File: config.mk
export PLATFORM = sky130hd
export DESIGN_NAME = lc3_control
export DESIGN_NICKNAME = d
export VERILOG_FILES = /design/src/rtl/lc3_control.sv
export SDC_FILE = /design/constraint.sdc
export NUM_CORES = 1
export LEC_CHECK = 0
export BUFFER_PORTS_ARGS = -buffer_cell sky130_fd_sc_hd__buf_2
export CORE_MARGIN = 2
export CORE_UTILIZATION = 29
export CTS_CLUSTER_DIAMETER = 200
export DETAILED_ROUTE_END_ITERATION = 8
export HOLD_SLACK_MARGIN = 0.12
export PLACE_DENSITY = 0.66
export SYNTH_ARGS = -nofsm -noshare
export SYNTH_HDL_FRONTEND = slang
export SYNTH_SLANG_ARGS = --single-unit
File: constraint.sdc
create_clock -name clk -period 2.3 [get_ports clk]
set_input_delay 0.115 -clock clk [delete_from_list [all_inputs] [get_ports clk]]
set_output_delay 0.115 -clock clk [all_outputs]
set_load 0.02 [all_outputs]
File: src/rtl/lc3_control.sv
// Multi-cycle control FSM for the LC-3 datapath: fetch, decode and execute
// sequencing, with bounded memory wait states and a sticky timeout flag.
module lc3_control #(
    parameter int TIMEOUT_CYCLES = 16,
    parameter int CNT_W          = 5
) (
    input  logic        clk,
    input  logic        rst,
    input  logic [15:0] ir,
    input  logic        n,
    input  logic        z,
    input  logic        p,
    input  logic        mem_rdy,
    output logic        ldPC,
    output logic        ldMAR,
    output logic        ldMDR,
    output logic        ldIR,
    output logic        flagWE,
    output logic        regWE,
    output logic        memWE,
    output logic [1:0]  pcSel,
    output logic        addr1Sel,
    output logic [1:0]  addr2Sel,
    output logic [2:0]  gateSel,
    output logic        mdrSel,
    output logic [1:0]  aluOp,
    output logic [2:0]  dr,
    output logic [2:0]  sr1,
    output logic        err,
    output logic [3:0]  state
);

    typedef enum logic [3:0] {
        IDLE = 4'd0, F1 = 4'd1, F2 = 4'd2, F3 = 4'd3,
        DEC  = 4'd4, ALU = 4'd5, BR = 4'd6, JMP = 4'd7,
        JSR1 = 4'd8, JSR2 = 4'd9, LD1 = 4'd10, LD2 = 4'd11,
        LD3  = 4'd12, ST1 = 4'd13, ST2 = 4'd14, ST3 = 4'd15
    } state_t;

    localparam logic [3:0] OP_BR  = 4'b0000;
    localparam logic [3:0] OP_ADD = 4'b0001;
    localparam logic [3:0] OP_LD  = 4'b0010;
    localparam logic [3:0] OP_ST  = 4'b0011;
    localparam logic [3:0] OP_JSR = 4'b0100;
    localparam logic [3:0] OP_AND = 4'b0101;
    localparam logic [3:0] OP_NOT = 4'b1001;
    localparam logic [3:0] OP_JMP = 4'b1100;

    localparam logic [2:0] GATE_PC    = 3'b001;
    localparam logic [2:0] GATE_ALU   = 3'b010;
    localparam logic [2:0] GATE_MDR   = 3'b011;
    localparam logic [2:0] GATE_MARMX = 3'b100;

    localparam logic [1:0] PC_ADDER   = 2'b01;
    localparam logic [1:0] OFF_SEXT9  = 2'b01;
    localparam logic [1:0] OFF_SEXT11 = 2'b10;

    localparam logic [1:0] ALU_ADD   = 2'b00;
    localparam logic [1:0] ALU_AND   = 2'b01;
    localparam logic [1:0] ALU_NOT   = 2'b10;
    localparam logic [1:0] ALU_PASSA = 2'b11;

    localparam logic [CNT_W-1:0] CNT_LAST = CNT_W'(TIMEOUT_CYCLES - 1);

    state_t           state_reg;
    logic [CNT_W-1:0] cnt_reg;
    logic             err_reg;
    logic             in_wait;
    logic             timeout_hit;
    logic             br_taken;
    logic [3:0]       opcode;
    logic             unused_ir_bits;

    assign opcode         = ir[15:12];
    assign unused_ir_bits = ^ir[5:0];
    assign br_taken       = (ir[11] & n) | (ir[10] & z) | (ir[9] & p);
    assign in_wait        = (state_reg == F2) || (state_reg == LD2) || (state_reg == ST3);
    assign timeout_hit    = in_wait && !mem_rdy && (cnt_reg == CNT_LAST);

    assign state = state_reg;
    assign err   = err_reg;

    always_ff @(posedge clk or negedge rst) begin
        if (!rst) begin
            state_reg <= IDLE;
            cnt_reg   <= '0;
            err_reg   <= 1'b0;
        end else begin
            // Counter only runs inside a wait state, so every entry starts from zero.
            cnt_reg <= (in_wait && !mem_rdy) ? cnt_reg + 1'b1 : '0;
            if (timeout_hit) begin
                err_reg   <= 1'b1;
                state_reg <= F1;
            end else begin
                case (state_reg)
                    IDLE: state_reg <= F1;
                    F1:   state_reg <= F2;
                    F2:   if (mem_rdy) state_reg <= F3;
                    F3:   state_reg <= DEC;
                    DEC: begin
                        case (opcode)
                            OP_ADD, OP_AND, OP_NOT: state_reg <= ALU;
                            OP_BR:  state_reg <= br_taken ? BR : F1;
                            OP_JMP: state_reg <= JMP;
                            OP_JSR: state_reg <= JSR1;
                            OP_LD:  state_reg <= LD1;
                            OP_ST:  state_reg <= ST1;
                            default: state_reg <= F1;
                        endcase
                    end
                    JSR1: state_reg <= JSR2;
                    LD1:  state_reg <= LD2;
                    LD2:  if (mem_rdy) state_reg <= LD3;
                    ST1:  state_reg <= ST2;
                    ST2:  state_reg <= ST3;
                    ST3:  if (mem_rdy) state_reg <= F1;
                    default: state_reg <= F1;
                endcase
            end
        end
    end

    // Outputs decode the registered state, so an async reset drops them at once.
    always_comb begin
        ldPC     = 1'b0;
        ldMAR    = 1'b0;
        ldMDR    = 1'b0;
        ldIR     = 1'b0;
        flagWE   = 1'b0;
        regWE    = 1'b0;
        memWE    = 1'b0;
        pcSel    = 2'b00;
        addr1Sel = 1'b0;
        addr2Sel = 2'b00;
        gateSel  = 3'b000;
        mdrSel   = 1'b0;
        aluOp    = ALU_ADD;
        dr       = 3'd0;
        sr1      = 3'd0;
        case (state_reg)
            F1: begin
                gateSel = GATE_PC;
                ldMAR   = 1'b1;
                ldPC    = 1'b1;
            end
            F2, LD2: ldMDR = mem_rdy;
            F3: begin
                gateSel = GATE_MDR;
                ldIR    = 1'b1;
            end
            ALU: begin
                gateSel = GATE_ALU;
                regWE   = 1'b1;
                flagWE  = 1'b1;
                dr      = ir[11:9];
                sr1     = ir[8:6];
                case (opcode)
                    OP_AND:  aluOp = ALU_AND;
                    OP_NOT:  aluOp = ALU_NOT;
                    default: aluOp = ALU_ADD;
                endcase
            end
            BR: begin
                ldPC     = 1'b1;
                pcSel    = PC_ADDER;
                addr2Sel = OFF_SEXT9;
            end
            JMP: begin
                ldPC     = 1'b1;
                pcSel    = PC_ADDER;
                addr1Sel = 1'b1;
                sr1      = ir[8:6];
            end
            JSR1: begin
                gateSel = GATE_PC;
                regWE   = 1'b1;
                dr      = 3'd7;
            end
            JSR2: begin
                ldPC  = 1'b1;
                pcSel = PC_ADDER;
                if (ir[11]) begin
                    addr2Sel = OFF_SEXT11;
                end else begin
                    addr1Sel = 1'b1;
                    sr1      = ir[8:6];
                end
            end
            LD1, ST1: begin
                gateSel  = GATE_MARMX;
                addr2Sel = OFF_SEXT9;
                ldMAR    = 1'b1;
            end
            LD3: begin
                gateSel = GATE_MDR;
                regWE   = 1'b1;
                flagWE  = 1'b1;
                dr      = ir[11:9];
            end
            ST2: begin
                sr1     = ir[11:9];
                aluOp   = ALU_PASSA;
                gateSel = GATE_ALU;
                mdrSel  = 1'b1;
                ldMDR   = 1'b1;
            end
            ST3: memWE = !timeout_hit;
            default: ;
        endcase
    end

endmodule

==> metrics <==
Hold Crit Depth 4; M2 GR Usage 23.4%; Peak VDD IR 0.370 mV; H-tree depth 1; outcome finished, final reports clean; first-pass iteration count of the detailed router 4; Synth async-reset ratio 100%; max cap viols 0; largest net degree at the start of global routing 23; critical path fanouts, max 21; clock skew 0.00398 ns; post-synth cell types 52; first-pass GRT wire length 5.08 mm; fin util 37.9%; worst hold endpoint state[1]; Syn Nets 163; post-DR wirelength/cell 13.4 um; reg2reg start state[0]; # IOs 51; Net Sw Power 0.000721 W; initial antenna violation count 0; DRT iter0 DRCs 122; Synth Cell Area 0.00106 mm^2; Worst Path Required 2.18 ns; Inserted Diodes 0; critical path arrival 1.91 ns; clock sink count 10; combinational share of power 59.4%; die area 0.00417 mm^2; grt met1 use 21.6%; Area Overhead vs Synth 28.3%; Setup crit end kind primary output; clock root cell clkbuf_8; met3 Use GR 1.74%; most used routing layer met2; cells on worst reg2reg path 5; syn_area_per_cell 7.66 um^2; Final ANT Viol Nets 0; die height 64.6 um; max reg flops 5; Slew headroom 54.4%; Worst-Margin Slew 0.684 ns; GRT Total Usage 15.1%; CTS tree done; CTS Buffer Depth 2; row count 22; r2r endpoint state[3]; clk_lat worst skew 0.23 ns; vias 1186; f_max 494 MHz; fraction of layout cells with a size suffix above 1 33.5%; Setup TNS 0 ns; GPL Wtd Cong 0.818; dpl hpwl 2.30 mm; Primary FF master, synth dfrtp_1; Leakage 0.666 nW; number of remaining DRC errors 0; post-route minimum period 2.02 ns; synth warn 0; number of synthesized flops with an enable pin 0; Hold Path Class primary input to flop; internal power 0.000710 W; Cell Chain, Critical Path xor2_1, nor2b_1, or3_1, buf_2; P per Cell Area 1050 mW/mm^2; CP peak stage delay 0.76 ns; critical path class flop to primary output; fin nets 207; # setup viols final 0; sw frac 50.4%; initial core utilization 29.5%; # port buffers 43; Slew Limit Fails 0; endpoints failing hold 0; Total Wirelength 3.08 mm; register area share after synthesis 23.5%; core box area 0.00361 mm^2; Syn Inst Count 139; startpoint types flop; clock slew at reported path FFs 0.05 ns; RSZ-0062 raised after global routing no; min-delay src ir[12]; number of global-route vias before repair 1060; clock share of power 15.2%; vias per cell 5.16; Worst path slowest cell dfrtp_1; sequential power share 25.4%; Synth Register Bits 10; cts repair resizes 0; Final period util 88.0%; chip width 64.6 um; Reg2Reg Setup Slack 0.41 ns; CTS Buf Count 3; total gr overflow 0
## cell usage in the layout, fill, tap and decap left out, types with 3 or more instances in the layout
master,count
clkbuf_8,4
dfrtp_1,10
buf_4,4
nor2_1,14
o21ai_1,3
a21oi_1,8
and2_1,3
nor3_1,6
o22ai_1,4
nand2b_1,5
nand2_1,12
nor2b_1,5
inv_1,5
buf_2,43
a22o_1,3
o21ai_0,3
and3_1,3
## synthesized netlist by cell type, drive strengths merged, types with 2 or more instances
master  count  area, um^2
and3        3        18.8
nor4        2        12.5
nand3       2        10.0
or3         2        17.5
a31oi       2        12.5
a21boi      2        15.0
dfrtp      10         250
clkbuf      2        7.51
and2        3        18.8
inv         7        26.3
a22o        3        26.3
nor2       15        58.8
a21oi       9        48.8
ha          2        25.0
xor2        2        17.5
nand2b      5        31.3
o32ai       4        50.1
o21a        2        15.0
nor2b       6        40.0
nor3        6        30.0
xnor2       2        17.5
o32a        2        20.0
o22ai       4        25.0
nand2      13        51.3
o21ai       6        30.0
buf         7        61.3
## timing repair
action	CTS	global route
buffers inserted	0	0
hold buffers	1	0
hold endpoints to repair	10	0
## power groups by stage
stage / Combinational, W / Sequential, W / Clock [W]
floorplan: 0.000709 / 0.000285 / 0
global placement: 0.000844 / 0.000365 / 0
detailed placement: 0.000847 / 0.000365 / 0
CTS: 0.000851 / 0.000362 / 0.000223
global route: 0.000928 / 0.000381 / 0.000235
finish: 0.000850 / 0.000363 / 0.000218
## area by class of cell
cell class / count / area, um^2
clock buffers: 4 / 55.1
repair buffers: 48 / 255
inverters: 7 / 26.3
fillers: 386 / 2240
multi-input cells: 113 / 719
flip-flops and latches: 10 / 250
well taps: 48 / 60.1
## critical path: cells and delay by family (launching register included)
| family | cells | cell delay [ns] |
|---|---|---|
| buffers and inverters | 1 | 0.16 |
| and+or+nand+nor | 2 | 0.50 |
| xor gates and xnor gates | 1 | 0.26 |
| DFF | 1 | 0.76 |
## per-stage QoR
step / hold WS (ns) / cell area (um^2) / setup slack [ns] / power, W / cells
2_1_floorplan: -0.181 / 1060 / 0.557 / 0.000994 / 139
3_5_place_dp: -0.0153 / 1300 / 0.434 / 0.00121 / 225
6_report: 0.292 / 1370 / 0.275 / 0.00143 / 230
3_3_place_gp: -0.0154 / 1300 / 0.460 / 0.00121 / 225
5_1_grt: 0.321 / 1370 / 0.144 / 0.00154 / 230
4_1_cts: 0.267 / 1370 / 0.290 / 0.00144 / 230
## layer usage
layer / part of all wire [%] / routed length, um / vias to the layer above
met4: 0.49 / 15 / 0
met5: 0 / 0 / -
li1: - / - / 596
met3: 6.3 / 195 / 2
met2: 47 / 1450 / 33
met1: 46 / 1420 / 555
## worst max path at each step
stage,from,end,slack [ns],cells past startpoint
global placement,cnt_reg[0],state[0],0.46,7
detailed placement,cnt_reg[0],state[0],0.43,7
global route,state[0],gateSel[1],0.14,4
CTS,state[0],gateSel[1],0.29,4
floorplan,cnt_reg[0],memWE,0.56,5
finish,state[0],gateSel[1],0.28,4
## logic make-up after synthesis
group / count (synthesis) / synth area share [%]
AOI/OAI and AO/OA: 43 / 30.1
xor gates and xnor gates: 4 / 3.29
adders and majority gates: 2 / 2.35
buffers and inverters: 16 / 8.93
DFF: 10 / 23.5
other: 1 / 0.352
and+or+nand+nor: 63 / 31.5
No activity file was read; power rests on OpenSTA's default activity.
